**config.mk**
```make
export PLATFORM = sky130hd
export DESIGN_NAME = seg7_disp_sched
export DESIGN_NICKNAME = d
export VERILOG_FILES = /design/src/rtl/seg7_disp_sched.sv
export SDC_FILE = /design/constraint.sdc
export NUM_CORES = 1
export LEC_CHECK = 0
export BUFFER_PORTS_ARGS = -buffer_cell sky130_fd_sc_hd__buf_2
export CORE_ASPECT_RATIO = 1.4
export CORE_UTILIZATION = 50
export DETAILED_ROUTE_END_ITERATION = 10
export PLACE_DENSITY = 0.77
export SLEW_MARGIN = 40
export SYNTH_ARGS = -nofsm -noshare
export SYNTH_HDL_FRONTEND = slang
export SYNTH_SLANG_ARGS = --single-unit
```
**constraint.sdc**
```tcl
create_clock -name iCLK -period 2.55 [get_ports iCLK]
set_input_delay 0.51 -clock iCLK [delete_from_list [all_inputs] [get_ports iCLK]]
set_output_delay 0.51 -clock iCLK [all_outputs]
set_load 0.005 [all_outputs]
```
**src/rtl/seg7_disp_sched.sv**
```systemverilog
// Six-digit seven-segment display scheduler: arbitrates two requesters against a default value with a minimum dwell.
// Optional blink support is compiled in with `define SEG7_BLINK_EN.
module seg7_disp_sched #(
  parameter int unsigned DWELL     = 50000000,
  parameter int unsigned BLINK_DIV = 12500000
) (
  input  logic        iCLK,
  input  logic        iRST_N,
  input  logic [23:0] iDEFAULT,
  input  logic        iREQ0,
  input  logic [23:0] iDATA0,
  input  logic        iREQ1,
  input  logic [23:0] iDATA1,
  input  logic [5:0]  iBLINK_MASK,
  output logic [23:0] oDIG,
  output logic [5:0]  oBLANK,
  output logic        oACK0,
  output logic        oACK1,
  output logic [1:0]  oOWNER
);

  localparam int unsigned CW = (DWELL > 1) ? $clog2(DWELL) : 1;

  typedef enum logic [1:0] {
    IDLE  = 2'b00,
    SHOW0 = 2'b01,
    SHOW1 = 2'b10
  } stateT;

  stateT         state, nxtState;
  logic [CW-1:0] dwellCnt, nxtCnt;
  logic [23:0]   dig, nxtDig;
  logic          ack0, nxtAck0;
  logic          ack1, nxtAck1;
  logic          take0, take1;

  // State register plus registered outputs
  always_ff @(posedge iCLK or negedge iRST_N) begin
    if (!iRST_N) begin
      state    <= IDLE;
      dwellCnt <= '0;
      dig      <= '0;
      ack0     <= 1'b0;
      ack1     <= 1'b0;
    end else begin
      state    <= nxtState;
      dwellCnt <= nxtCnt;
      dig      <= nxtDig;
      ack0     <= nxtAck0;
      ack1     <= nxtAck1;
    end
  end

  // Arbitration: requester 0 wins from IDLE, the other requester wins on dwell expiry
  always_comb begin
    nxtState = state;
    take0    = 1'b0;
    take1    = 1'b0;
    case (state)
      IDLE: begin
        if (iREQ0)      take0 = 1'b1;
        else if (iREQ1) take1 = 1'b1;
      end
      SHOW0: begin
        if (dwellCnt == '0) begin
          if (iREQ1)      take1 = 1'b1;
          else if (iREQ0) take0 = 1'b1;
          else            nxtState = IDLE;
        end
      end
      SHOW1: begin
        if (dwellCnt == '0) begin
          if (iREQ0)      take0 = 1'b1;
          else if (iREQ1) take1 = 1'b1;
          else            nxtState = IDLE;
        end
      end
      default: nxtState = IDLE;
    endcase
    if (take0) nxtState = SHOW0;
    if (take1) nxtState = SHOW1;
  end

  // Next register values for display data, acks and dwell counter
  always_comb begin
    nxtDig  = dig;
    nxtAck0 = 1'b0;
    nxtAck1 = 1'b0;
    nxtCnt  = (dwellCnt != '0) ? dwellCnt - CW'(1) : '0;
    if (take0) begin
      nxtDig  = iDATA0;
      nxtAck0 = 1'b1;
      nxtCnt  = CW'(DWELL - 1);
    end else if (take1) begin
      nxtDig  = iDATA1;
      nxtAck1 = 1'b1;
      nxtCnt  = CW'(DWELL - 1);
    end else if (nxtState == IDLE) begin
      nxtDig  = iDEFAULT;
      nxtCnt  = '0;
    end
  end

  assign oDIG   = dig;
  assign oACK0  = ack0;
  assign oACK1  = ack1;
  assign oOWNER = state;

`ifdef SEG7_BLINK_EN
  localparam int unsigned BW = (BLINK_DIV > 1) ? $clog2(BLINK_DIV) : 1;

  logic [BW-1:0] blinkCnt;
  logic          blinkPhase;
  logic [5:0]    blank;

  // Free-running blink divider; phase flips once per BLINK_DIV cycles
  always_ff @(posedge iCLK or negedge iRST_N) begin
    if (!iRST_N) begin
      blinkCnt   <= '0;
      blinkPhase <= 1'b0;
      blank      <= '0;
    end else begin
      if (blinkCnt == BW'(BLINK_DIV - 1)) begin
        blinkCnt   <= '0;
        blinkPhase <= ~blinkPhase;
      end else begin
        blinkCnt <= blinkCnt + BW'(1);
      end
      blank <= blinkPhase ? iBLINK_MASK : 6'b000000;
    end
  end

  assign oBLANK = blank;
`else
  logic unusedBlink;
  assign unusedBlink = ^{iBLINK_MASK, BLINK_DIV};
  assign oBLANK      = 6'b000000;
`endif

endmodule

```
==> summary.md, run 1 <==
| Metric | Value |
|---|---|
| First drt pass iteration count | `4` |
| Count leader, synth | `dfrtp_1` |
| RSZ-0062 raised after global routing | `false` |
| Combinational power share | `53.0%` |
| Switching part of the total | `40.95%` |
| H-tree levels | `2` |
| Initial antenna violation count | `0` |
| CTS tree | `yes` |
| Worst-skew pair later-pin latency | `0.31 ns` |
| Die W | `69.44 um` |
| DIE AREA | `6694 sq um` |
| Leakage | `1.662 nW` |
| Core area | `6168 sq um` |
| Hold slack | `0.1135 ns` |
| EDFF count, synth | `0` |
| Top cells by area, synth | `dfrtp_1, mux2_1, o221a_1` |
| Worst path cell trace | `inv_1 > ha_1 > nor4b_4 > nand4_1 > o21ai_4 > buf_12 > mux2_1 > o221a_2` |
| Placer Congestion | `0.8134` |
| Clock transition at path regs | `0.10 ns` |
| CP arrival | `2.56 ns` |
| FP Rows | `34` |
| Die H | `96.41 um` |
| Post-synth top area share | `42.45%` |
| CP Max Fanout | `22` |
| Worst Setup Start Kind | `flop` |
| Post-route DRC violation count | `0` |
| Post-synth top area cell | `dfrtp_1` |
| Switching power | `0.001838 W` |
| Period utilization | `92.32%` |
| Via/cell ratio | `5.653` |
| Final wirelength | `7136 um` |
| Drt wl/cell | `15.48 um` |
| Ant diodes | `0` |
| CP Class | `reg2reg` |
| Synth cell types | `49` |
| Number of setup violations in the final report | `0` |
| Mapped Cells | `281` |
| Seq/Total Area, Yosys | `42.45%` |
| Pin count of the biggest net entering global routing | `37` |
| Worst endpoint required time | `2.75 ns` |
| Dpl hpwl | `5316 um` |
| Setup TNS Final | `0 ns` |
| NumNets Final | `475` |
| Initial DRC count | `123` |
| Sequential Power Share | `35.9%` |
| CP max stage cell | `dfrtp_1` |
| GRT overflow | `0` |
| Run status | `complete, no violations` |
| Most common library cells after synthesis | `dfrtp_1, or3_1, mux2_1` |
| Worst vdd ir | `0.5458 mV` |
| Top-Level Pins | `116` |
| Dominant synthesized flop cell | `dfrtp_1` |
| Cell Int Power | `0.002651 W` |
| Max clock buf depth | `2` |
| Max-slew headroom | `62.95%` |
| Port Buffers | `103` |
| ANT nets after route | `0` |
| Async SR Flop Fraction | `100.0%` |
| Register bit total from synthesis | `54` |
| Setup bufs post-CTS | `0` |
| Clock skew after layout | `0.008653 ns` |
| Layout cells sized above 1 | `37.79%` |
| Initial core utilization | `51.60%` |
| Max_cap viols | `0` |
| P per Cell Area | `1153 nW/um^2` |
| Slowest stage delay, CP | `0.42 ns` |
| Routed vias | `2606` |
| Fill cell count | `487` |
| Syn avg cell area | `11.33 sq um` |
| Number of buffers created by CTS | `5` |
| Fin. max-slew vios | `0` |
| Root buf cell | `clkbuf_8` |
| Hold crit path type | `in2async` |
| First-pass GRT wire length | `12030 um` |
| Clock Power Share | `11.1%` |
| Worst Tran Pin Value | `0.5549 ns` |
| Clock Sinks | `54` |
| Count of final hold-check violations | `0` |
| Fmax | `0.4248 GHz` |
| Synth warn | `0` |
| Synthesis-to-finish area growth | `22.29%` |
| Synth Cell Area | `3183 sq um` |
| GRT Total Usage | `22.57%` |
| CP endpoint kind | `flop` |
| Vias in the first global route | `2594` |
| Fin crit period | `2.354 ns` |
registers in the layout, indices dropped and copies added (netlist names):
name,cells
oOWNER,2
dwellCnt,26
oACK1,1
oACK0,1
oDIG,24
cells by family after synthesis:
logic type | after synthesis | synth area share, %
simple gates | 94 | 19.58
xor+xnor | 23 | 6.329
buf+inv | 26 | 5.424
mux | 24 | 8.491
other cells | 1 | 0.1178
fa+ha+maj | 5 | 1.965
compound gates | 54 | 15.65
flops | 54 | 42.45
stage by stage:
| step | utilization [%] | instance area (sq um) | total power, W | worst slack [ns] | instances |
|---|---|---|---|---|---|
| floorplan | - | 3202 | 0.003269 | 0.2820 | 286 |
| finish | 63.10 | 3892 | 0.004489 | 0.1960 | 461 |
| global route | 63.10 | 3892 | 0.004858 | 0.03888 | 461 |
| global placement | 61.22 | 3776 | 0.003882 | 0.01643 | 453 |
| CTS | 62.96 | 3884 | 0.004499 | 0.1107 | 461 |
| detailed placement | 61.42 | 3789 | 0.003992 | 0.1273 | 453 |
path summary, 6_finish.rpt:
kind,startpoint,end,slack [ns],cells past startpoint
max in group asynchronous,iRST_N,dwellCnt[20],1.64,2
worst min register to register,dwellCnt[0],dwellCnt[0],0.52,1
worst max-delay path,oOWNER[0],oDIG[9],0.20,8
worst min-delay path,iRST_N,oACK0,0.11,1
min in group iCLK,dwellCnt[0],dwellCnt[0],0.52,1
worst max register to register,oOWNER[0],oDIG[9],0.20,8
layout make-up:
class / instances / area [sq um] / share of cell area, %
Timing Repair Buffer: 116 / 638.1 / 16.39
Clock inverter: 2 / 12.51 / 0.3214
Multi-Input combinational cell: 206 / 1699 / 43.65
Inverter: 5 / 18.77 / 0.4822
Clock buffer: 6 / 82.58 / 2.122
Tap cell: 72 / 90.09 / 2.314
Sequential cell: 54 / 1351 / 34.72
timing repair:
item                       CTS  global route
setup endpoints to repair    0             1
hold buffers                 0             0
resized for setup            0             1
power groups by stage:
stage | Combinational, W | Sequential, W | Clock (W)
4_1_cts | 0.00238 | 0.00161 | 0.000507
3_3_place_gp | 0.00228 | 0.00160 | 0
2_1_floorplan | 0.00169 | 0.00158 | 0
3_5_place_dp | 0.00238 | 0.00161 | 0
6_report | 0.00238 | 0.00161 | 0.000499
5_1_grt | 0.00265 | 0.00167 | 0.000542
placed cells by master, fill, tap and decap left out, drive strengths merged, types with 3 or more instances in the layout:
cell	n
buf	116
clkbuf	6
conb	6
dfrtp	54
ha	5
inv	5
mux2	24
nand2	9
nand4	4
nor2	19
nor3	9
nor4	10
nor4b	3
o21ai	19
o221a	24
or2	3
or3	27
xnor2	17
xor2	6
critical path: cells and delay by family, from the launching register on:
family / cells / cell delay (ns)
DFF: 1 / 0.42
adders and majority gates: 1 / 0.30
muxes: 1 / 0.35
buffers and inverters: 2 / 0.29
and+or+nand+nor: 2 / 0.44
AOI/OAI and AO/OA: 2 / 0.44
routing by layer:
layer  vias up  global-route usage (%)  routed length (um)
met4         0                   7.823                  77
met2        87                   40.13                3749
li1       1243                       -                   -
met5         -                       0                   0
met3         6                   3.838                 334
met1      1270                   27.86                2975
Power figures use the tool's default switching activity.
==> inputs of run 2 (changes only) <==
--- a/config.mk
+++ b/config.mk
@@ -5,11 +5,12 @@
 export SDC_FILE = /design/constraint.sdc
 export NUM_CORES = 1
 export LEC_CHECK = 0
-export BUFFER_PORTS_ARGS = -buffer_cell sky130_fd_sc_hd__buf_2
+export ABC_AREA = 1
 export CORE_ASPECT_RATIO = 1.4
-export CORE_UTILIZATION = 50
+export CORE_UTILIZATION = 40
 export DETAILED_ROUTE_END_ITERATION = 10
-export PLACE_DENSITY = 0.77
+export DONT_BUFFER_PORTS = 1
+export PLACE_DENSITY = 0.5
 export SLEW_MARGIN = 40
 export SYNTH_ARGS = -nofsm -noshare
 export SYNTH_HDL_FRONTEND = slang
==> run 2 against run 1 <==
Effect of this change: clock power grew 37%; cell count rose by 22%; register-to-register slack better by 0.04 ns; global-route usage decreased by 3.3 points; combinational power shrank 12%; hold slack got worse by 0.057 ns; via count up 11%; core utilization fell by 19 points; setup slack gained 0.040 ns; non-clock buffer count is 105 lower; highest routed layer unchanged.
==> summary.md, run 2 <==
| Metric | Value |
|---|---|
| Number of setup violations in the final report | `0 (unchanged)` |
| CP endpoint kind | `flop` |
| FP Rows | `39 (+15%)` |
| Worst Tran Pin Value | `0.6408 ns (+0.08590 ns)` |
| Vias in the first global route | `2880 (+11%)` |
| EDFF count, synth | `0 (unchanged)` |
| Worst path cell trace | `inv_1 > ha_1 > a21boi_0 > nand3_2 > nand2_1 > nand2_2 > nand2_1 > inv_2 > buf_4 > nand2_1` |
| Port Buffers | `0 (-100%)` |
| Most common library cells after synthesis | `nand2_1, nand3_1, dfrtp_1` |
| Async SR Flop Fraction | `100.0% (unchanged)` |
| Clock transition at path regs | `0.08 ns (-0.02 ns)` |
| Die H | `110.8 um (+15%)` |
| Fin crit period | `2.314 ns (-0.04044 ns)` |
| Placer Congestion | `0.7597 (-6.6%)` |
| Post-synth top area share | `39.99% (-2.5 points)` |
| CP Max Fanout | `36 (+64%)` |
| RSZ-0062 raised after global routing | `false` |
| CP arrival | `2.49 ns (-0.07 ns)` |
| Setup TNS Final | `0 ns (unchanged)` |
| Dpl hpwl | `5661 um (+6.5%)` |
| Final wirelength | `7952 um (+11%)` |
| DIE AREA | `8826 sq um (+32%)` |
| Synthesis-to-finish area growth | `7.664%` |
| Post-Place Cell Area | `3466 sq um (-8.5%)` |
| Worst slack at placement | `0.2357 ns (+0.1085 ns)` |
| Top cells by area, synth | `dfrtp_1, nand2_1, nand3_1` |
| Clock skew after layout | `0.01029 ns (+0.001639 ns)` |
| Worst endpoint required time | `2.73 ns (-0.02 ns)` |
| FF-to-FF setup slack | `0.24 ns (+0.04 ns)` |
| Root buf cell | `clkbuf_16` |
| Pin count of the biggest net entering global routing | `55 (+49%)` |
| Drt wl/cell | `14.10 um (-8.9%)` |
| Number of buffers created by CTS | `5 (unchanged)` |
| Top-Level Pins | `116 (unchanged)` |
| Ant diodes | `0 (unchanged)` |
| Finished Cell Area | `3638 sq um (-6.5%)` |
| Initial antenna violation count | `0 (unchanged)` |
| Hold crit path type | `in2async` |
| Reg2reg end | `dwellCnt[13]` |
| NumNets Final | `548 (+15%)` |
| CTS tree | `yes` |
| Reg with most FFs | `dwellCnt` |
| Run status | `complete, no violations` |
| Fmax | `0.4322 GHz (+1.7%)` |
| Clock Sinks | `54 (unchanged)` |
| Via/cell ratio | `5.135 (-9.2%)` |
| Worst Path Buf+Inv | `3 (+1)` |
| Most frequent cells in the layout | `nand2_1, nand3_1, dfrtp_1` |
| Fill cell count | `887 (+82%)` |
| Count leader, synth | `nand2_1` |
| First drt pass iteration count | `4 (unchanged)` |
| GRT Total Usage | `19.23% (-3.3 points)` |
| Reg2reg start | `oOWNER[0]` |
| Fin. max-slew vios | `0 (unchanged)` |
| Leakage | `1.850 nW (+11%)` |
| Worst vdd ir | `0.5557 mV (+1.8%)` |
| Initial DRC count | `143 (+16%)` |
| Layout cells sized above 1 | `10.17% (-28 points)` |
| Synth cell types | `34 (-31%)` |
| Max_cap viols | `0 (unchanged)` |
| Syn avg cell area | `7.252 sq um (-36%)` |
| Die W | `79.69 um (+15%)` |
| Routed vias | `2896 (+11%)` |
| First-pass GRT wire length | `13460 um (+12%)` |
| P per Cell Area | `1203 nW/um^2 (+4.3%)` |
| Post-synth top area cell | `dfrtp_1` |
| Kind of cell adding the most delay to the critical path | `buffers and inverters` |
| Max clock buf depth | `2 (unchanged)` |
| Setup bufs post-CTS | `0 (unchanged)` |
| Worst Setup Start Kind | `flop` |
| Post-route DRC violation count | `0 (unchanged)` |
| Critical path's most frequent cell | `nand2_1` |
| ANT nets after route | `0 (unchanged)` |
| Most common cell after layout, fill and taps aside | `nand2_1` |
| Period utilization | `90.73% (-1.6 points)` |
| Count of final hold-check violations | `0 (unchanged)` |
| Synth Cell Area | `3379 sq um (+6.2%)` |
| Dominant synthesized flop cell | `dfrtp_1` |
| GRT overflow | `0 (unchanged)` |
| Worst-skew pair later-pin latency | `0.30 ns (about the same)` |
| Synth warn | `0 (unchanged)` |
| Core area | `8198 sq um (+33%)` |
| CP max stage cell | `inv_2` |
| Hold slack | `0.05696 ns (-0.05651 ns)` |
| Max-slew headroom | `57.22% (-5.7 points)` |
| Register bit total from synthesis | `54 (unchanged)` |
| Worst setup margin | `0.2364 ns (+0.04044 ns)` |
| Slowest stage delay, CP | `0.48 ns (+0.06 ns)` |
| Mapped Cells | `466 (+66%)` |
| Flip-flop count of the largest register after layout | `26 (unchanged)` |
| Reg2reg path depth | `10 (+2)` |
| H-tree levels | `2 (unchanged)` |
| Seq/Total Area, Yosys | `39.99% (-2.5 points)` |
| CP Class | `reg2reg` |
| Initial core utilization | `41.22% (-10 points)` |
run 2: changes by cell type after synthesis, sizes merged, moves of 24 or more:
cell and delta:
o221a -24, inv +34, nand3 +107, mux2 -24, or3 -27, nand2 +138
run 2: worst max-delay path by stage:
stage,from,cells after the start,slack [ns],endpoint
2_1_floorplan,dwellCnt[0],15,0.53,oDIG[0]
3_3_place_gp,dwellCnt[0],14,0.24,dwellCnt[4]
3_5_place_dp,dwellCnt[0],14,0.24,dwellCnt[20]
4_1_cts,oOWNER[0],10,0.21,dwellCnt[13]
5_1_grt,dwellCnt[0],14,0.04,dwellCnt[20]
6_report,oOWNER[0],10,0.24,dwellCnt[13]
run 2: what timing repair did:
action,CTS,global route
hold buffers,1,0
endpoints found under the hold margin,54,0
resized for setup,0,0
run 2: where the power goes:
part,switching [W],total (W),internal [W]
Combinational,0.00132,0.00210,0.000781
Sequential,0.000341,0.00159,0.00125
Clock,0.000317,0.000686,0.000369
Total,0.00198,0.00438,0.00240
run 2: metal layers:
layer / up-vias / part of all wire (%) / track usage, %
li1: 1463 / - / -
met1: 1347 / 43 / 23.83
met2: 77 / 51 / 33.45
met3: 9 / 4.2 / 3.374
met4: 0 / 1.6 / 5.455
met5: - / 0 / 0
run 2: metrics by stage:
step | power, W | utilization, % | std cells
6_report | 0.004378 | 44.38 | 564
5_1_grt | 0.004825 | 44.38 | 564
4_1_cts | 0.004451 | 44.38 | 564
3_5_place_dp | 0.003726 | 42.28 | 555
3_3_place_gp | 0.003688 | 42.28 | 555
2_1_floorplan | 0.003224 | - | 471
run 2: cell families after synthesis:
group           share of synthesized area [%]
flops                                   39.99
xor+xnor                                4.924
other cells                            0.1110
buf+inv                                 9.441
simple gates                            40.98
fa+ha+maj                               1.851
compound gates                          2.703
run 2: final cells by class:
cell class,count,area [sq um],share of cell area [%]
multi-input cells,350,1728,47.49
flip-flops and latches,54,1351,37.14
inverters,39,146.4,4.023
repair buffers,11,140.1,3.851
clock buffers,6,128.9,3.542
well taps,102,127.6,3.508
clock inverters,2,16.27,0.4470
run 2: worst reg2reg max path, cell delays in order, from the launching register on:
cell and delay [ns]:
dfrtp_1 0.42, inv_1 0.10, ha_1 0.32, a21boi_0 0.15, nand3_2 0.12, nand2_1 0.07
nand2_2 0.12, nand2_1 0.08, inv_2 0.48, buf_4 0.27, nand2_1 0.06
==> inputs of run 3 (changes only) <==
==> constraint.sdc (replaced) <==
create_clock -name iCLK -period 2.5 [get_ports iCLK]
set_input_delay 0.5 -clock iCLK [delete_from_list [all_inputs] [get_ports iCLK]]
set_output_delay 0.5 -clock iCLK [all_outputs]
set_load 0.005 [all_outputs]
==> run 3 against run 2 <==
Effect of this change: setup slack worse by 0.073 ns; wire length is 1.3% higher; clock power is 10% higher; final area is 0.76% higher; clock skew is 0.0031 ns lower; sequential power hardly changed; sequential share of layout area is 0.28 points lower; critical path type unchanged; critical endpoint is now dwellCnt[22]; largest cell class unchanged; largest power group unchanged.
==> summary.md, run 3 (synthesis gave the netlist of run 2 again) <==
| Metric | Value |
|---|---|
| Placer Congestion | `0.7584 (-0.17%)` |
| Die W | `79.69 um (unchanged)` |
| Clock Sinks | `54 (unchanged)` |
| Fin crit period | `2.337 ns (+0.02334 ns)` |
| Dpl hpwl | `5559 um (-1.8%)` |
| Reg with most FFs | `dwellCnt` |
| CTS tree | `yes` |
| Placed cells | `554 (-0.18%)` |
| First-pass GRT wire length | `13470 um (about the same)` |
| GRT overflow | `0 (unchanged)` |
| CP Class | `reg2reg` |
| GRT Total Usage | `19.30% (+0.070 points)` |
| Vias in the first global route | `2906 (+0.90%)` |
| Synthesis-to-finish area growth | `8.478%` |
| Leakage | `1.864 nW (+0.79%)` |
| H-tree levels | `2 (unchanged)` |
| P per Cell Area | `1240 nW/um^2 (+3.1%)` |
| CP endpoint kind | `flop` |
| Fill cell count | `854 (-3.7%)` |
| Number of setup violations in the final report | `0 (unchanged)` |
| Worst Tran Pin Value | `0.5661 ns (-0.07469 ns)` |
| First drt pass iteration count | `4 (unchanged)` |
| Port Buffers | `0 (unchanged)` |
| Fmax | `0.4279 GHz (-1.0%)` |
| Period utilization | `93.48% (+2.7 points)` |
| Initial core utilization | `41.22% (unchanged)` |
| Routed vias | `2906 (+0.35%)` |
| Die H | `110.8 um (unchanged)` |
| Max clock buf depth | `2 (unchanged)` |
| NumNets Final | `549 (+0.18%)` |
| Worst setup margin | `0.1631 ns (-0.07334 ns)` |
| Flip-flop count of the largest register after layout | `26 (unchanged)` |
| Worst slack at placement | `0.1062 ns (-0.1296 ns)` |
| Final Non-Filler Cells | `565 (+0.18%)` |
| Count of final hold-check violations | `0 (unchanged)` |
| Met3 WL | `377 um (+13%)` |
| Hold crit path type | `in2async` |
| Max_cap viols | `0 (unchanged)` |
| Worst endpoint required time | `2.69 ns (-0.04 ns)` |
| Clock skew after layout | `0.007194 ns (-0.003098 ns)` |
| Top Layer Used | `met4` |
| Number of buffers created by CTS | `5 (unchanged)` |
| M1 wire length | `3406 um (-0.99%)` |
| FP Rows | `39 (unchanged)` |
| Layout cells sized above 1 | `10.58% (+0.41 points)` |
| Initial DRC count | `95 (-34%)` |
| Ant diodes | `0 (unchanged)` |
| Core area | `8198 sq um (unchanged)` |
| DIE AREA | `8826 sq um (unchanged)` |
| Most common cell after layout, fill and taps aside | `nand2_1` |
| FF-to-FF setup slack | `0.16 ns (-0.07 ns)` |
| Worst vdd ir | `0.5819 mV (+4.7%)` |
| Run status | `complete, no violations` |
| Hold slack | `0.05610 ns (-0.0008586 ns)` |
| Finished Cell Area | `3666 sq um (+0.76%)` |
| Worst Setup Start Kind | `flop` |
| CP Max Fanout | `32 (-11%)` |
| Final wirelength | `8052 um (+1.3%)` |
| Max-slew headroom | `62.21% (+5.0 points)` |
| Post-Place Cell Area | `3446 sq um (-0.58%)` |
| Most frequent cells in the layout | `nand2_1, nand3_1, dfrtp_1` |
| Pin count of the biggest net entering global routing | `55 (unchanged)` |
| Root buf cell | `clkbuf_16` |
| Via/cell ratio | `5.143 (+0.17%)` |
| Post-route DRC violation count | `0 (unchanged)` |
| Drt wl/cell | `14.25 um (+1.1%)` |
| Fin. max-slew vios | `0 (unchanged)` |
| RSZ-0062 raised after global routing | `true` |
| Worst-skew pair later-pin latency | `0.30 ns (about the same)` |
| CP arrival | `2.52 ns (+0.03 ns)` |
| Metal2 WL | `4159 um (+2.7%)` |
| Clock transition at path regs | `0.07 ns (about the same)` |
| ANT nets after route | `0 (unchanged)` |
| Initial antenna violation count | `0 (unchanged)` |
| Top-Level Pins | `116 (unchanged)` |
==> run 3: cell count changes in the layout (fill, tap and decap cells not counted), sizes merged <==
cell | previous run | this run
clkbuf | 6 | 7
clkinv | 0 | 1
clkinvlp | 1 | 0
inv | 40 | 39
nor2 | 40 | 41
==> run 3: per-layer routing <==
metal | up-vias | global-route usage [%]
li1 | 1460 | -
met1 | 1365 | 22.82
met2 | 75 | 34.47
met3 | 6 | 3.539
met4 | 0 | 5.818
met5 | - | 0
==> run 3: final cells by class <==
| class | instances | area [sq um] | area share (%) |
|---|---|---|---|
| Clock inverter | 1 | 8.758 | 0.2389 |
| Sequential cell | 54 | 1351 | 36.86 |
| Clock buffer | 7 | 152.6 | 4.164 |
| Inverter | 39 | 146.4 | 3.993 |
| Tap cell | 102 | 127.6 | 3.481 |
| Timing Repair Buffer | 11 | 140.1 | 3.823 |
| Multi-Input combinational cell | 351 | 1739 | 47.44 |
==> run 3: final timing paths <==
path	startpoint	endpoint	depth (start not counted)
worst max-delay path	dwellCnt[0]	dwellCnt[22]	13
worst min-delay path	iRST_N	dwellCnt[15]	1
worst max register to register	dwellCnt[0]	dwellCnt[22]	13
worst min register to register	oDIG[14]	oDIG[14]	2
max in group asynchronous	iRST_N	dwellCnt[3]	1
min in group iCLK	iDATA1[12]	oDIG[12]	4
==> run 3: what timing repair did <==
| item | 4_1_cts | 5_1_grt |
|---|---|---|
| endpoints found under the hold margin | 54 | 0 |
| buffers inserted | 0 | 1 |
| hold buffers | 1 | 0 |
| setup endpoints to repair | 0 | 24 |
| gates resized for setup | 0 | 1 |
==> run 3: worst max-delay path, cell delays in order, from the launching register on <==
cell	delay (ns)
dfrtp_1	0.35
inv_1	0.06
ha_1	0.22
nand2_2	0.09
nor2_4	0.05
nand2_4	0.12
nor2_4	0.07
nand2_1	0.09
o21ai_2	0.07
nand2_2	0.21
nand2_1	0.10
inv_2	0.43
buf_4	0.28
nand2_1	0.07
==> run 3: metrics by stage <==
step,setup TNS [ns],total power [W],util [%]
finish,0,0.004547,44.72
global route,-0.002425,0.004986,44.72
CTS,0,0.004589,44.34
detailed placement,0,0.003788,42.03
global placement,0,0.003760,42.03
floorplan,0,0.003288,-
==> run 3: power by group <==
| part | switching [W] | total (W) | internal [W] |
|---|---|---|---|
| registers | 0.000344 | 0.00162 | 0.00127 |
| clock network | 0.000327 | 0.000756 | 0.000429 |
| logic | 0.00135 | 0.00217 | 0.000818 |
| total | 0.00203 | 0.00455 | 0.00252 |
